--- src/rtl/palette_arbiter.sv ---
// palette_arbiter: 32 x 6 NES palette RAM with one access slot per cycle,
// shared between the pixel pipeline (1-cycle lookups) and the CPU port
// (captured request, bounded wait, one-cycle ack).
// Optional feature: define PALETTE_GREYSCALE_EN to add the greyscale input,
// which masks pixel results to the luma bits.
module palette_arbiter #(
  parameter int MAX_WAIT = 16
) (
  input  logic       clk,
  input  logic       reset,
  input  logic       rendering,
  input  logic       pix_req,
  input  logic [4:0] pix_index,
  output logic       pix_valid,
  output logic [5:0] pix_color,
  input  logic       cpu_req,
  input  logic       cpu_we,
  input  logic [4:0] cpu_addr,
  input  logic [5:0] cpu_wdata,
  output logic       cpu_ack,
  output logic [5:0] cpu_rdata
`ifdef PALETTE_GREYSCALE_EN
  ,
  input  logic       greyscale
`endif
);

  typedef enum logic [1:0] {IDLE, PEND, ACK} state_t;

  typedef struct packed {
    logic       we;
    logic [4:0] addr;
    logic [5:0] wdata;
  } cpu_op_t;

  // Last wait count before the CPU is forced into the slot.
  localparam logic [7:0] WAIT_LAST = 8'(MAX_WAIT - 1);

  state_t           state, state_nxt;
  logic [7:0]       wait_cnt, wait_nxt;
  logic             capture;
  cpu_op_t          op;
  logic [31:0][5:0] mem;
  logic             cpu_grant, pix_grant;
  logic [4:0]       cpu_maddr, pix_maddr;
  logic [5:0]       pix_mask;

  // Entries x0/x4/x8/xC of the sprite half alias the background half.
  function automatic logic [4:0] mirror(input logic [4:0] a);
    logic [4:0] m;
    m = a;
    if (a[1:0] == 2'b00) m[4] = 1'b0;
    return m;
  endfunction

  // Slot arbitration: CPU takes it from PEND when the pixel side is idle,
  // rendering is off, or the wait budget is spent.
  assign cpu_grant = (state == PEND) &&
                     (!rendering || !pix_req || (wait_cnt == WAIT_LAST));
  assign pix_grant = pix_req && !cpu_grant;

  // Transparent pixels (colour 0) show the backdrop at entry 0x00.
  assign pix_maddr = (pix_index[1:0] == 2'b00) ? 5'h00 : mirror(pix_index);
  assign cpu_maddr = mirror(op.addr);

`ifdef PALETTE_GREYSCALE_EN
  assign pix_mask = greyscale ? 6'h30 : 6'h3F;
`else
  assign pix_mask = 6'h3F;
`endif

  // CPU FSM state, wait counter and captured operation.
  always_ff @(posedge clk) begin
    if (reset) begin
      state    <= IDLE;
      wait_cnt <= 8'd0;
      op       <= '0;
    end else begin
      state    <= state_nxt;
      wait_cnt <= wait_nxt;
      if (capture) op <= '{we: cpu_we, addr: cpu_addr, wdata: cpu_wdata};
    end
  end

  // CPU FSM next state and ack.
  always_comb begin
    state_nxt = state;
    wait_nxt  = wait_cnt;
    capture   = 1'b0;
    cpu_ack   = 1'b0;
    case (state)
      IDLE: begin
        wait_nxt = 8'd0;
        if (cpu_req) begin
          capture   = 1'b1;
          state_nxt = PEND;
        end
      end
      PEND: begin
        if (cpu_grant) state_nxt = ACK;
        else           wait_nxt  = 8'(wait_cnt + 8'd1);
      end
      ACK: begin
        cpu_ack   = 1'b1;
        state_nxt = IDLE;
      end
      default: state_nxt = IDLE;
    endcase
  end

  // Palette storage; CPU writes commit on the grant edge.
  always_ff @(posedge clk) begin
    if (reset) begin
      for (int i = 0; i < 32; i++) mem[i] <= 6'h0F;
    end else if (cpu_grant && op.we) begin
      mem[cpu_maddr] <= op.wdata;
    end
  end

  // CPU read data, sampled from storage at the grant edge.
  always_ff @(posedge clk) begin
    if (reset)                    cpu_rdata <= 6'h00;
    else if (cpu_grant && !op.we) cpu_rdata <= mem[cpu_maddr];
  end

  // Pixel result register; colour holds when the lookup loses the slot.
  always_ff @(posedge clk) begin
    if (reset) begin
      pix_valid <= 1'b0;
      pix_color <= 6'h00;
    end else begin
      pix_valid <= pix_grant;
      if (pix_grant) pix_color <= mem[pix_maddr] & pix_mask;
    end
  end

endmodule

--- config.mk ---
export PLATFORM = sky130hd
export DESIGN_NAME = palette_arbiter
export DESIGN_NICKNAME = d
export VERILOG_FILES = /design/src/rtl/palette_arbiter.sv
export SDC_FILE = /design/constraint.sdc
export NUM_CORES = 1
export LEC_CHECK = 0
export CORE_UTILIZATION = 35
export CTS_CLUSTER_SIZE = 12
export DETAILED_ROUTE_END_ITERATION = 16
export PLACE_DENSITY = 0.61
export SLEW_MARGIN = 15
export SYNTH_ARGS = -nofsm -noshare
export SYNTH_HDL_FRONTEND = slang
export SYNTH_SLANG_ARGS = --single-unit
--- constraint.sdc ---
create_clock -name clk -period 2.5 [get_ports clk]
set_input_delay 0.5 -clock clk [delete_from_list [all_inputs] [get_ports clk]]
set_output_delay 0.5 -clock clk [all_outputs]
set_load 0.005 [all_outputs]
==> results.cfg <==
[finish]
finish.utilization = 0.424
drive_gt1_frac = 0.188
final_cell_mix = dfxtp_1, a211o_1, nor2b_1
final_cells = 1655
layout_commonest_cell = dfxtp_1
diodes = 0
nets = 1258
syn_to_final_growth_pct = 18.6

[sta]
holdWs_ns = 0.381
clock.fmax_ghz = 0.425
rsz0062_at_grt = false
slew_violations = 0
fin_crit_ns = 2.36
tightest_slew_ns = 0.728
skew_ns = 0.0117
hold_viol_final = 0
timing.final.crit_share = 0.942
worst_slew_margin_rel = 0.511
setup_violations = 0

[worst_setup_path]
required_ns = 2.91
cp-start-kind = flip-flop
critPathKind = reg -> reg
critPathArrivalTime_ns = 2.77
crit_path_max_fanout = 17
worst_setup_path_end_kind = flip-flop

[routing]
drc_errors = 0
viasPerCell = 6.01
wl_per_cell_um = 22.4
drtPass1Iterations = 8
drtAntennaViolNets = 0
drtIter0Drc = 1002
wl_um = 37000
vias = 9941

[clock_tree]
postCtsHoldBufs = 0
post_cts.repair.setup_buffers = 0
path_clk_slew_ns = 0.06
clockBufferDepth = 3
htreeDepth = 1
cts_tree = done
clock-sinks = 209
cts_root_buf = clkbuf_16
cts_resized = 0
numCtsBuffers = 25
clock_latency_ns = 0.52

[logic_synthesis]
synth_edf_count = 0
syn_nets = 1214
yosysTopAreaCellShare = 0.369
synthFlopType = dfxtp_1
ys_seq_area_frac = 0.369
async_reset_ff_frac = 0
syn_avg_cell_area_um2 = 9.51
syn_inst = 1191
synth_area_mm2 = 0.0113
ys_warn_count = 0
synth_top_cell_by_area = dfxtp_1
yosysUniqueCellTypes = 68
synth-seq-cells = 209
synth.area.top_cells = dfxtp_1, a211o_1, mux2i_1

[grt]
grt_use_total = 0.223
use_met1 = 0.304
met2_usage = 0.358
grt.busiest_layer = met2
grt_pass1_wl_um = 57500
antenna_found_initial = 1
grt_pass1_vias = 9441
grt_start_max_net_pins = 82
gr-total-overflow = 0
use_met3 = 0.0261

[pwr]
p_total_uw = 8230
leakagePower_uw = 0.00457
peakVddDrop_mv = 0.435
p_per_area_mw_per_mm2 = 612

[die]
core_mm2 = 0.0317
dieArea_mm2 = 0.0331
fp.dieW_um = 182
io_pins = 36
start_util = 0.357
rows = 65
die_y_um = 182

[placement]
dp_cells = 1610
numPortBuffers = 35
dp_hpwl_um = 26100
gp_congestion = 0.945

[flow_run]
cap_violations = 0

[min_path]
hold_path.class = in -> reg

[outcome]
status = complete, no violations
==> cell type report <==
class | instances | area (um2)
multi-input combinational | 853 | 6600
clock inverter | 8 | 149
fill | 3092 | 18300
sequential | 209 | 4190
clock buffer | 37 | 731
tap | 402 | 503
timing repair buffer | 135 | 1220
inverter | 11 | 41.3
==> synth_stat cells (all sizes together) (3+ instances only) <==
| cell | n |
|---|---|
| a211oi | 7 |
| nand2 | 50 |
| clkbuf | 70 |
| a32oi | 3 |
| nor3b | 12 |
| o22ai | 8 |
| and3 | 11 |
| o32ai | 5 |
| a222oi | 3 |
| a2111oi | 4 |
| and2 | 5 |
| mux4 | 23 |
| nand2b | 8 |
| nor2 | 98 |
| nand3b | 8 |
| nor4 | 14 |
| nor2b | 100 |
| nand4 | 17 |
| a22oi | 14 |
| a221oi | 20 |
| and3b | 16 |
| or3 | 14 |
| a211o | 114 |
| a311oi | 6 |
| o21bai | 3 |
| o2bb2ai | 4 |
| mux2i | 85 |
| o2111ai | 12 |
| mux2 | 33 |
| nor3 | 29 |
| nand3 | 19 |
| a21boi | 5 |
| a21oi | 39 |
| o221ai | 4 |
| a31oi | 6 |
| inv | 11 |
| dfxtp | 209 |
| or2 | 5 |
| buf | 48 |
| o21ai | 24 |
==> sequential cells by signal, summed over array words and instances, names as in the netlist <==
name / cells
mem: 174
op: 8
wait_cnt: 8
cpu_rdata: 6
pix_color: 6
cpu_maddr: 4
state: 2
pix_valid: 1
==> final timing paths <==
| kind | startpoint | to | slack, ns | depth (start not counted) |
|---|---|---|---|---|
| setup / recovery | wait_cnt[7] | mem[7] | 0.14 | 6 |
| hold / removal | reset | mem[142] | 0.38 | 2 |
| setup reg to reg | wait_cnt[7] | mem[7] | 0.14 | 6 |
| hold reg to reg | mem[99] | mem[99] | 0.45 | 1 |
==> report_power, final <==
part	internal, uW	switching (uW)	leakage [uW]	total [uW]
clock network	2430	1480	0.000429	3910
logic	345	558	0.00244	903
registers	3370	53.4	0.00169	3420
==> per-stage QoR <==
stage | TNS (ns) | setup WS, ns | instance area [um2]
floorplan | 0 | 0.417 | 11300
global placement | -3.27 | -0.117 | 12600
detailed placement | -3.58 | -0.114 | 12600
CTS | 0 | 0.113 | 13400
global route | 0 | 0.00972 | 13400
finish | 0 | 0.145 | 13400
==> cells by family after synthesis <==
logic type / Yosys count / share of synthesized area
xor gates and xnor gates: 2 / 0.00155
muxes: 141 / 0.154
and+or+nand+nor: 410 / 0.220
buffers and inverters: 129 / 0.0490
adders and majority gates: 1 / 0.00110
DFF: 209 / 0.369
AOI/OAI and AO/OA: 299 / 0.206
==> worst max-delay path: stages, from the launching register on <==
cell and delay, ns:
dfxtp_1 0.34, nor4_4 0.41, a21oi_4 0.26, buf_4 0.25, nor4_4 0.58, nor2b_1 0.10
a211o_1 0.28
==> routing by layer <==
metal  share of wire  up-vias
li1                -     4550
met1            0.44     4884
met2            0.46      425
met3           0.066       80
met4           0.039        2
met5         0.00024        -
Note: power is estimated with default switching activity, not from simulation.
